### src/rtl/pipe_ctrl_pkg.sv
// pipe_ctrl_pkg: shared definitions for the pipeline sequencer.
//   - stall vector encodings (bit0 PC, 1 IF, 2 ID, 3 EX, 4 MEM, 5 WB)
//   - exception codes delivered by the MEM stage
//   - sequencer FSM states
//   - saturating counter helper
package pipe_ctrl_pkg;

    typedef enum logic {
        ST_RUN    = 1'b0,
        ST_SETTLE = 1'b1
    } state_e;

    localparam logic [5:0] STALL_NONE     = 6'b000000;
    localparam logic [5:0] STALL_FROM_IF  = 6'b000011;
    localparam logic [5:0] STALL_FROM_ID  = 6'b000111;
    localparam logic [5:0] STALL_FROM_EX  = 6'b001111;
    localparam logic [5:0] STALL_FROM_MEM = 6'b011111;

    localparam logic [31:0] EXC_NONE    = 32'h0000_0000;
    localparam logic [31:0] EXC_INT     = 32'h0000_0001;
    localparam logic [31:0] EXC_SYSCALL = 32'h0000_0008;
    localparam logic [31:0] EXC_INVALID = 32'h0000_0009;
    localparam logic [31:0] EXC_TRAP    = 32'h0000_000a;
    localparam logic [31:0] EXC_OV      = 32'h0000_000c;
    localparam logic [31:0] EXC_ERET    = 32'h0000_000e;

    // Increment that sticks at all-ones instead of wrapping.
    function automatic logic [31:0] sat_inc32(input logic [31:0] v);
        return (v == '1) ? v : v + 32'd1;
    endfunction

endpackage

### src/rtl/pipe_ctrl_stall_prio_enc.sv
// stall_prio_enc: fixed-priority encoder from the four stage stall requests
// to the 6-bit stall vector. A request from a later stage freezes that stage
// and everything upstream of it; MEM has the highest priority.
// Ports:
//   stallreq_if_i/id_i/ex_i/mem_i  per-stage stall requests
//   stall_o                        stall vector (bit0 PC .. bit5 WB)
module stall_prio_enc
    import pipe_ctrl_pkg::*;
(
    input  logic       stallreq_if_i,
    input  logic       stallreq_id_i,
    input  logic       stallreq_ex_i,
    input  logic       stallreq_mem_i,
    output logic [5:0] stall_o
);

    always_comb begin
        if (stallreq_mem_i)      stall_o = STALL_FROM_MEM;
        else if (stallreq_ex_i)  stall_o = STALL_FROM_EX;
        else if (stallreq_id_i)  stall_o = STALL_FROM_ID;
        else if (stallreq_if_i)  stall_o = STALL_FROM_IF;
        else                     stall_o = STALL_NONE;
    end

endmodule

### src/rtl/pipe_ctrl.sv
// pipe_ctrl: central sequencer for the 5-stage core.
//   - arbitrates stage stall requests into the stall vector
//   - on an exception (or ERET) raises a same-cycle flush with redirect PC,
//     then ignores exceptions for SETTLE_CYCLES cycles
//   - counts stalled cycles (saturating)
//   - optional stall watchdog, enabled by defining PIPE_CTRL_WDT_EN
// Ports:
//   clk, rst                 clock (rising), async active-low reset
//   stallreq_if/id/ex/mem    stall requests from the stages
//   excepttype_i             MEM-stage exception code, 0 = none
//   cp0_epc_i                return address used for ERET
//   stall                    stall vector (bit0 PC .. bit5 WB)
//   flush, new_pc            flush strobe and redirect target
//   stall_cycles             saturating count of cycles with stall != 0
//   wdt_timeout              sticky watchdog flag (0 without PIPE_CTRL_WDT_EN)
module pipe_ctrl
    import pipe_ctrl_pkg::*;
#(
    parameter logic [31:0] EXC_VECTOR    = 32'h0000_0020,
    parameter int unsigned SETTLE_CYCLES = 2,
    parameter int unsigned WDT_LIMIT     = 1024
) (
    input  logic        clk,
    input  logic        rst,
    input  logic        stallreq_if,
    input  logic        stallreq_id,
    input  logic        stallreq_ex,
    input  logic        stallreq_mem,
    input  logic [31:0] excepttype_i,
    input  logic [31:0] cp0_epc_i,
    output logic [5:0]  stall,
    output logic        flush,
    output logic [31:0] new_pc,
    output logic [31:0] stall_cycles,
    output logic        wdt_timeout
);

    localparam logic [3:0] SETTLE_LOAD = 4'(SETTLE_CYCLES);

    state_e      state_q, state_d;
    logic [3:0]  settle_cnt_q, settle_cnt_d;
    logic [31:0] stall_cycles_q, stall_cycles_d;
    // Cleared asynchronously by reset and set on the first edge after
    // release, so every output reads as idle while rst is low.
    logic        active_q;
    logic [5:0]  stall_req;
    logic        exc_valid;
    logic        wdt_fire;

    stall_prio_enc u_stall_prio_enc (
        .stallreq_if_i  (stallreq_if),
        .stallreq_id_i  (stallreq_id),
        .stallreq_ex_i  (stallreq_ex),
        .stallreq_mem_i (stallreq_mem),
        .stall_o        (stall_req)
    );

    assign exc_valid = (excepttype_i != EXC_NONE);

    // ---------------- state register ----------------
    always_ff @(posedge clk or negedge rst) begin
        if (!rst) begin
            state_q        <= ST_RUN;
            settle_cnt_q   <= '0;
            stall_cycles_q <= '0;
            active_q       <= 1'b0;
        end else begin
            state_q        <= state_d;
            settle_cnt_q   <= settle_cnt_d;
            stall_cycles_q <= stall_cycles_d;
            active_q       <= 1'b1;
        end
    end

    // ---------------- next-state logic ----------------
    always_comb begin
        state_d        = state_q;
        settle_cnt_d   = settle_cnt_q;
        stall_cycles_d = (stall != STALL_NONE) ? sat_inc32(stall_cycles_q)
                                               : stall_cycles_q;
        unique case (state_q)
            ST_RUN: begin
                if (flush) begin
                    state_d      = ST_SETTLE;
                    settle_cnt_d = SETTLE_LOAD;
                end
            end
            ST_SETTLE: begin
                if (settle_cnt_q <= 4'd1) begin
                    state_d      = ST_RUN;
                    settle_cnt_d = '0;
                end else begin
                    settle_cnt_d = settle_cnt_q - 4'd1;
                end
            end
        endcase
    end

    // ---------------- output logic ----------------
    // A redirect suppresses the stall vector so the flushed cycle is neither
    // stalled nor counted; a real exception outranks the watchdog.
    always_comb begin
        flush  = 1'b0;
        new_pc = '0;
        stall  = STALL_NONE;
        if (active_q) begin
            if (state_q == ST_RUN && exc_valid) begin
                flush  = 1'b1;
                new_pc = (excepttype_i == EXC_ERET) ? cp0_epc_i : EXC_VECTOR;
            end else if (state_q == ST_RUN && wdt_fire) begin
                flush  = 1'b1;
                new_pc = EXC_VECTOR;
            end else begin
                stall  = stall_req;
            end
        end
    end

    assign stall_cycles = stall_cycles_q;

`ifdef PIPE_CTRL_WDT_EN
    logic [31:0] wdt_cnt_q, wdt_cnt_d;
    logic        wdt_flag_q;
    logic        wdt_evt;

    // Fires on the cycle that would be the WDT_LIMIT-th consecutive stall.
    assign wdt_fire = (wdt_cnt_q >= WDT_LIMIT - 32'd1) && (stall_req != STALL_NONE);
    assign wdt_evt  = active_q && (state_q == ST_RUN) && !exc_valid && wdt_fire;
    assign wdt_cnt_d = (stall != STALL_NONE) ? sat_inc32(wdt_cnt_q) : '0;

    always_ff @(posedge clk or negedge rst) begin
        if (!rst) begin
            wdt_cnt_q  <= '0;
            wdt_flag_q <= 1'b0;
        end else begin
            wdt_cnt_q  <= wdt_cnt_d;
            wdt_flag_q <= wdt_flag_q | wdt_evt;
        end
    end

    assign wdt_timeout = wdt_flag_q | wdt_evt;
`else
    logic unused_wdt_limit;

    assign unused_wdt_limit = ^WDT_LIMIT;
    assign wdt_fire         = 1'b0;
    assign wdt_timeout      = 1'b0;
`endif

endmodule

### config.mk
export PLATFORM = sky130hd
export DESIGN_NAME = pipe_ctrl
export DESIGN_NICKNAME = d
export VERILOG_FILES = /design/src/rtl/pipe_ctrl_pkg.sv /design/src/rtl/pipe_ctrl_stall_prio_enc.sv /design/src/rtl/pipe_ctrl.sv
export SDC_FILE = /design/constraint.sdc
export NUM_CORES = 1
export LEC_CHECK = 0
export BUFFER_PORTS_ARGS = -buffer_cell sky130_fd_sc_hd__buf_2
export CAP_MARGIN = 20
export CORE_ASPECT_RATIO = 1.75
export CORE_MARGIN = 10
export CORE_UTILIZATION = 44
export DETAILED_ROUTE_END_ITERATION = 7
export GPL_TIMING_DRIVEN = 0
export PLACE_DENSITY = 0.82
export SKIP_CTS_REPAIR_TIMING = 1
export SLEW_MARGIN = 20
export SYNTH_ARGS = -nofsm -noshare
export SYNTH_HDL_FRONTEND = slang
export SYNTH_HIERARCHICAL = 1
export SYNTH_SLANG_ARGS = --single-unit
### constraint.sdc
create_clock -name clk -period 2.6 [get_ports clk]
set_input_delay 0.52 -clock clk [delete_from_list [all_inputs] [get_ports clk]]
set_output_delay 0.52 -clock clk [all_outputs]
set_load 0.005 [all_outputs]
# Word level (Yosys, flattened, before mapping)
# Cells that the tools add are included.
[op_classes] eq_ne=3 n_bitwise=2 n_reduce_logical=4 n_lt_le_gt_ge=1 add_sub_neg=2 n_mux=17
[ops] cell="2-to-1 mux 32 bit" n=3
[ops] cell="adder 32 x 1 -> 32 bit (second input constant)" n=1
[ops] cell="== test 32 bit (second input constant)" n=1
[ops] cell="== test 32 x 4 -> 1 bit (second input constant)" n=1
[ops] cell="nonzero test 32 bit" n=1
[ops] cell="2-to-1 mux 6 bit" n=5
[ops] cell="2-to-1 mux 4 bit" n=2
[ops] cell="case mux 4 bit (2 select lines)" n=1
[ops] cell="nonzero test 6 bit" n=1
[ops] cell="<= comparator 4 x 1 -> 1 bit (second input constant)" n=1
[ops] cell="2-to-1 mux 1 bit" n=4
[ops] cell="subtractor 4 x 1 -> 4 bit (second input constant)" n=1
[ops] cell="2-to-1 mux 2 bit" n=1
[ops] cell="inequality test 2 bit (second input constant)" n=1
[ops] cell="NOT 1 bit" n=2
[ops] cell="case mux 1 bit (2 select lines)" n=1
[ops] cell="AND reduction 2 bit" n=1
[ops] cell="logical AND 1 bit" n=1
[totals] inputBits=70 elab_cells=33 regBits=38

# Logic depth before layout (Yosys ltp)
# Gate-level depths: netlist of the first run.
[depth] word_depth=8 mapped_depth=7 depth_no_buf=7

# By module
# Netlist of the first run, hierarchy kept.
[modules_own_cells] mod="pipe_ctrl" area_per_inst_um2=2377.3 seq_area_each_um2=950.9 cells_each=254 instances=1
[modules_own_cells] mod="stall_prio_enc" area_per_inst_um2=46.3 seq_area_each_um2=0.0 cells_each=7 instances=1

# Least setup slack after synthesis of the first run
# No wires, ideal clock.
[synth_path] path_kind="input-to-reg" startpoint="input port stallreq_id" endpoint="register stall_cycles_q[1] (netlist: stall_cycles[1])" setup_slack_ns=0.224 arrival_ns=2.249 setup_time_ns=0.127 path_stages=6 cell_sequence="or3_1 or4_1 or3_1 clkbuf_1 nand3_2 mux2_1"
[synth_between] elab_chain_len=7
[synth_lines] element="start: declaration" line="pipe_ctrl.sv:26" rtl="input logic stallreq_id,"
[synth_lines] element="2-to-1 mux 6 bit" line="pipe_ctrl_stall_prio_enc.sv:20" rtl="else if (stallreq_id_i) stall_o = STALL_FROM_ID;"
[synth_lines] element="2-to-1 mux 6 bit" line="pipe_ctrl_stall_prio_enc.sv:19" rtl="else if (stallreq_ex_i) stall_o = STALL_FROM_EX;"
[synth_lines] element="2-to-1 mux 6 bit" line="pipe_ctrl_stall_prio_enc.sv:18" rtl="if (stallreq_mem_i) stall_o = STALL_FROM_MEM;"
[synth_lines] element="2-to-1 mux 6 bit" line="pipe_ctrl.sv:107" rtl="if (state_q == ST_RUN && exc_valid) begin"
[synth_lines] element="2-to-1 mux 6 bit" line="pipe_ctrl.sv:106" rtl="if (active_q) begin"
[synth_lines] element="nonzero test 6 bit" line="pipe_ctrl.sv:79" rtl="stall_cycles_d = (stall != STALL_NONE) ? sat_inc32(stall_cycles_q)"
[synth_lines] element="AND reduction 2 bit (no line)"
[synth_lines] element="end signal: assignment" line="pipe_ctrl.sv:70" rtl="stall_cycles_q <= stall_cycles_d;"
[synth_lines] element="end: declaration" line="pipe_ctrl.sv:42" rtl="logic [31:0] stall_cycles_q, stall_cycles_d;"
# No other way between the ends.
# A chain may end at the register's enable or synchronous reset.

# Worst setup path after layout of the first run
[layout_path] startpoint="input port excepttype_i[22]" endpoint="output port stall[3]"
[layout_between] elab_chain_len=4
[layout_lines] element="start: declaration" line="pipe_ctrl.sv:29" rtl="input logic [31:0] excepttype_i,"
[layout_lines] element="nonzero test 32 bit" line="pipe_ctrl.sv:58" rtl="assign exc_valid = (excepttype_i != EXC_NONE);"
[layout_lines] element="logical AND 1 bit" line="pipe_ctrl.sv:107"
[layout_lines] element="2-to-1 mux 6 bit" line="pipe_ctrl.sv:107"
[layout_lines] element="2-to-1 mux 6 bit" line="pipe_ctrl.sv:106"
[layout_lines] element="end: declaration" line="pipe_ctrl.sv:31" rtl="output logic [5:0] stall,"
# No other way between the ends.

==> impl_metrics.py, run 1 <==
metrics = {
    "clocking": {
        "ctsLongestPathBuffers": 2,
        "cts_buffers": 5,
        "path_clk_slew_ps": 80,
        "cts_sinks": 38,
        "cts_root_buf": "clkbuf_8",
        "htree_levels": 2,
        "cts_tree": "yes",
        "clk_latency_ps": 300,
    },
    "synthesis": {
        "synth_area_sq_um": 2420,
        "synth_top_family_by_area": "simple AND/OR/NAND/NOR gates",
        "seq_area_frac_synth": 0.392,
        "synth_edf_count": 0,
        "synth-compound-area-share": 0.0372,
        "synth_nets": 334,
        "synth.area.mux_share": 0.0134,
        "synth_xor_area_frac": 0.108,
        "syn_inst": 261,
        "yosysWarnings": 6,
        "synth_ff_type": "dfrtp_1",
        "avgSynthCellArea_sq_um": 9.29,
        "ys_ff_latch": 38,
        "ys_types": 40,
        "ys_async_sr_fraction": 1.00,
        "synth_fa_ha_area_frac": 0.0155,
        "yosys.area_share.simple": 0.381,
    },
    "placed_design": {
        "dp.cells": 474,
        "dpl_cell_area_sq_um": 3210,
        "gp_congestion": 0.989,
        "post-dp-hpwl_um": 7310,
        "place_ws_ps": -431,
        "port_buffers": 139,
    },
    "timing": {
        "worstMarginPinSlew_ps": 825,
        "fin_ws_ps": 11.8,
        "slew_headroom": 0.450,
        "min_period_ps": 2590,
        "timing.final.crit_share": 0.995,
        "rsz0062_at_grt": "yes",
        "skew_ps": 10.4,
        "drv_slew": 0,
        "finalHoldViolations": 0,
        "max_freq_ghz": 0.386,
        "finalSetupViolations": 0,
    },
    "flow_run": {
        "drv_cap": 0,
    },
    "final_layout": {
        "finalNonFillerCells": 487,
        "drive_above_1_share": 0.455,
        "design_area_sq_um": 3460,
        "insertedDiodeCount": 0,
        "area_delta_synth_final_pct": 42.6,
        "nets": 485,
    },
    "route": {
        "wirelength_um": 8770,
        "ant_nets": 0,
        "num_vias": 2592,
        "wl_per_cell_um": 18.0,
        "viasPerCell": 5.32,
        "firstDrtPassIters": 4,
        "route.detailed.drc": 0,
        "drt_iter0_markers": 168,
    },
    "worst_setup_path": {
        "rr_startpoint": "stall_cycles[0]",
        "critPathSlowestCell": "o31ai_4",
        "cp_top_family": "simple AND/OR/NAND/NOR gates",
        "path_cells": "buf_6, nor4_4, nand4_1, buf_4, o31ai_4, buf_6, and2_4, buf_6",
        "crit_arrival_ps": 2070,
        "crit_top_cell": "buf_6",
        "endpoint_kind": "primary output",
        "path_class": "in2out",
        "crit_path_start_kind": "input pin",
        "cp_slowest_stage_delay_ps": 330,
        "critPathBufInv": 4,
        "startpoint": "excepttype_i[22]",
        "cp_max_fo": 8,
        "worstPathRequired_ps": 2080,
    },
    "die": {
        "placeableCoreArea_sq_um": 5300,
        "die-height_um": 118,
        "dieWidth_um": 76.1,
        "ioPinCount": 142,
        "start_util": 0.457,
        "die-area_sq_um": 8990,
        "row_count": 35,
    },
    "outcome": {
        "status": "finished, final reports clean",
    },
    "power_and_ir_drop": {
        "cellPowerDensity_nw_per_um2": 519,
        "ir_worst_vdd_uv": 256,
        "power_leakage_nw": 1.78,
    },
    "global_route": {
        "first_global_vias": 2848,
        "antenna_found_initial": 0,
        "grt_max_degree": 39,
        "grt_pass1_wl_um": 13900,
        "track_usage": 0.187,
        "overflow": 0,
    },
    "min_path": {
        "min-delay-path-class": "in2async",
    },
}
[metal layers]
layer  global-route usage  wire length (um)  vias to the layer above
met5                    0                 0                        -
met4               0.0724               116                        0
met1                0.177              3060                     1205
li1                     -                 -                     1225
met3               0.0986              1060                        8
met2                0.332              4530                      154
[sequential cells by signal, summed over array words and instances, names as in the netlist]
signal,flops
stall_cycles,32
settle_cnt_q,4
active_q,1
state_q,1
[cell type report]
class	instances	area, sq um
Buffer	16	105
Clock buffer	6	82.6
Clock inverter	2	12.5
Fill cell	464	1840
Inverter	6	22.5
Multi-Input combinational cell	201	1420
Sequential cell	38	951
Tap cell	74	92.6
Timing Repair Buffer	144	771
[cells in the mapped netlist, types with 3 or more instances]
cell	number	area share
buf_4	5	0.015
buf_2	5	0.010
xnor2_1	29	0.10
nand2_1	8	0.012
clkbuf_1	5	0.0077
or3_1	4	0.010
conb_1	3	0.0046
nor3_1	9	0.019
nand3_1	18	0.037
and4_1	4	0.014
dfrtp_1	38	0.39
nand4_1	22	0.057
and3_1	12	0.031
ha_1	3	0.015
nor2_1	8	0.012
and2_1	44	0.11
inv_1	6	0.0093
nor4_1	9	0.023
o31ai_1	4	0.012
[power breakdown]
part / total (W) / leakage (nW) / internal, W / switching, W
registers: 0.000783 / 0.510 / 0.000676 / 0.000107
clock network: 0.000431 / 0.0472 / 0.000213 / 0.000218
logic: 0.000579 / 1.22 / 0.000295 / 0.000283
[worst register-to-register path, stage by stage (launching register included)]
cell and delay [ps]:
dfrtp_1 400, ha_1 210, and2_1 180, and3_4 230, or4b_4 490, buf_6 170, nand3_2 90, mux2_1 330
[cell usage in the layout, fill, tap and decap left out, types with 2 or more instances in the layout]
cell type  count
a31oi_1        2
and2_1        38
and2_4         6
and3_1        11
and3_4         2
and4_1         4
buf_2        137
buf_4         11
buf_6          8
clkbuf_1       2
clkbuf_2       2
clkbuf_8       6
conb_1         3
dfrtp_1       38
ha_1           3
inv_1          6
nand2_1        8
nand3_1       18
nand4_1       22
nor2_1         7
nor3_1         9
nor4_1         4
nor4_2         4
o21ai_0        2
o31ai_1        4
or2_2          2
or3_1          4
or4_1          2
xnor2_1       29
[worst paths after layout]
check / cells after the start / to / slack [ps]
min in group clk: 1 / stall_cycles[9] / 490
worst max-delay path: 8 / stall[3] / 10
max in group asynchronous: 1 / stall_cycles[29] / 1750
worst min register to register: 1 / stall_cycles[9] / 490
worst min-delay path: 1 / stall_cycles[11] / 310
worst max register to register: 7 / stall_cycles[1] / 390
[through the flow]
step / utilization / hold slack [ps] / power [W] / setup TNS, ps
final: 0.652 / 311 / 0.00179 / 0
after global routing: 0.652 / 390 / 0.00191 / -422
after CTS: 0.624 / 356 / 0.00174 / -11440
after detailed placement: 0.606 / 482 / 0.00131 / -13490
after global placement: 0.606 / 475 / 0.00129 / -11470
after floorplan: - / 224 / 0.00107 / 0
[logic make-up (layout without fill, tap and decap cells)]
family          after synthesis  after routing
compound gates               11             11
xor+xnor                     30             30
fa+ha+maj                     3              3
buf+inv                      22            174
flops                        38             38
mux                           3              3
other cells                   3              3
simple gates                151            151
Power figures use the tool's default switching activity.
==> run 2: changes to the inputs <==
Settings changed: CELL_PAD_IN_SITES_DETAIL_PLACEMENT from default to 0, CELL_PAD_IN_SITES_GLOBAL_PLACEMENT from default to 1, CORE_UTILIZATION 44 to 31, GPL_TIMING_DRIVEN 0 to 1, PLACE_DENSITY 0.82 to 0.81.
==> impl_metrics.py, run 2 (synthesis gave the netlist of run 1 again) <==
metrics = {
    "die": {
        "die-height_um": 137,
        "placeableCoreArea_sq_um": 7620,
        "row_count": 42,
        "ioPinCount": 142,
        "start_util": 0.318,
        "die-area_sq_um": 11900,
        "dieWidth_um": 86.8,
    },
    "timing": {
        "timing.final.crit_share": 0.918,
        "slew_headroom": 0.427,
        "skew_ps": 2.82,
        "fin_ws_ps": 214,
        "finalHoldViolations": 0,
        "drv_slew": 0,
        "min_period_ps": 2390,
        "max_freq_ghz": 0.419,
        "finalSetupViolations": 0,
        "worstMarginPinSlew_ps": 860,
        "rsz0062_at_grt": "no",
        "finalSetupTns_ps": 0,
    },
    "worst_setup_path": {
        "worstPathRequired_ps": 2080,
        "crit_arrival_ps": 1870,
        "r2r_cells": 6,
        "cp_max_fo": 6,
        "cp_slowest_stage_delay_ps": 370,
        "cp.depth": 7,
        "critPathBufInv": 3,
        "cp_top_family": "simple AND/OR/NAND/NOR gates",
        "crit_top_cell": "buf_2",
        "path_cells": "buf_2, nor4_2, nand4_1, buf_4, o31ai_4, and2_1, buf_2",
        "critPathSlowestCell": "o31ai_4",
        "crit_path_start_kind": "input pin",
        "endpoint_kind": "primary output",
        "path_class": "in2out",
    },
    "placed_design": {
        "post-dp-hpwl_um": 7190,
        "port_buffers": 139,
        "dpl_cell_area_sq_um": 3240,
        "gp_congestion": 0.781,
        "place_ws_ps": 34.0,
    },
    "route": {
        "viasPerCell": 5.06,
        "firstDrtPassIters": 4,
        "route.detailed.drc": 0,
        "num_vias": 2476,
        "wirelength_um": 8550,
        "drt_iter0_markers": 95,
        "wl_per_cell_um": 17.5,
        "ant_nets": 0,
    },
    "outcome": {
        "status": "finished, final reports clean",
    },
    "global_route": {
        "grt_max_degree": 39,
        "track_usage": 0.145,
        "met2_usage": 0.268,
        "busiest_layer": "met2",
        "grt_pass1_wl_um": 13700,
        "antenna_found_initial": 0,
        "use_met3": 0.0887,
        "use_met1": 0.122,
        "overflow": 0,
        "first_global_vias": 2780,
    },
    "power_and_ir_drop": {
        "power_leakage_nw": 1.73,
        "ir_worst_vdd_uv": 260,
        "cellPowerDensity_nw_per_um2": 558,
    },
    "clocking": {
        "path_clk_slew_ps": 50,
        "ctsLongestPathBuffers": 2,
        "cts_tree": "yes",
        "cts_sinks": 38,
        "htree_levels": 2,
        "cts_root_buf": "clkbuf_16",
        "clk_latency_ps": 280,
        "cts_buffers": 5,
    },
    "final_layout": {
        "regArea_sq_um": 951,
        "final_common_cell": "buf_2",
        "nets": 474,
        "insertedDiodeCount": 0,
        "nFillCells": 751,
        "largest_register_ff_count": 32,
        "multiInputGateArea_sq_um": 1380,
        "drive_above_1_share": 0.414,
        "design_area_sq_um": 3390,
        "mostFrequentLayoutCells": "buf_2, and2_1, dfrtp_1, xnor2_1, nand4_1",
        "area_delta_synth_final_pct": 39.8,
    },
    "min_path": {
        "min-delay-path-class": "in2async",
    },
    "flow_run": {
        "drv_cap": 0,
    },
}
-- run 2: cell count changes in the layout (fill, tap and decap cells not counted), moves of 3 or more --
cell | before | now
buf_6 | 8 | 0
and2_1 | 38 | 44
and2_4 | 6 | 0
clkbuf_8 | 6 | 0
clkbuf_16 | 0 | 5
buf_4 | 11 | 8
nor4_1 | 4 | 7
-- run 2: where the power goes --
| part | switching (W) | total, W | leakage [nW] | internal [W] |
|---|---|---|---|---|
| clock network | 0.000227 | 0.000578 | 0.0640 | 0.000351 |
| registers | 0.000121 | 0.000798 | 0.510 | 0.000677 |
| logic | 0.000262 | 0.000515 | 1.16 | 0.000253 |
| total | 0.000610 | 0.00189 | 1.73 | 0.00128 |
-- run 2: worst register-to-register path, stage by stage, from the launching register on --
cell and delay (ps):
dfrtp_1 440, ha_1 220, and2_1 190, and3_4 240
or4b_4 560, nand3_2 130, mux2_1 320
-- run 2: routing by layer --
metal,wire length [um],vias up,part of all wire
li1,-,1195,-
met3,1180,9,0.14
met5,0,-,0
met4,137,0,0.016
met2,4520,134,0.53
met1,2720,1138,0.32
-- run 2: path summary, 6_finish.rpt --
path	startpoint	end	slack [ps]
setup / recovery	excepttype_i[13]	stall[3]	210
hold / removal	rst	stall_cycles[24]	350
setup reg to reg	stall_cycles[0]	stall_cycles[1]	390
hold reg to reg	stall_cycles[9]	stall_cycles[9]	490
max in group asynchronous	rst	stall_cycles[16]	1710
min in group clk	stall_cycles[9]	stall_cycles[9]	490
-- run 2: final cells by class --
class,instances,area share
multi-input combinational,201,0.406
sequential,38,0.281
clock buffer,7,0.0392
inverter,6,0.00665
tap,88,0.0325
timing repair buffer,149,0.235
-- run 2: through the flow --
stage               std cells  total power (W)  utilization  hold slack (ps)
finish                    489          0.00189        0.444              348
global route              489          0.00201        0.444              445
CTS                       489          0.00191        0.442              385
detailed placement        482          0.00133        0.425              476
global placement          482          0.00131        0.425              475
floorplan                 261          0.00107            -              224
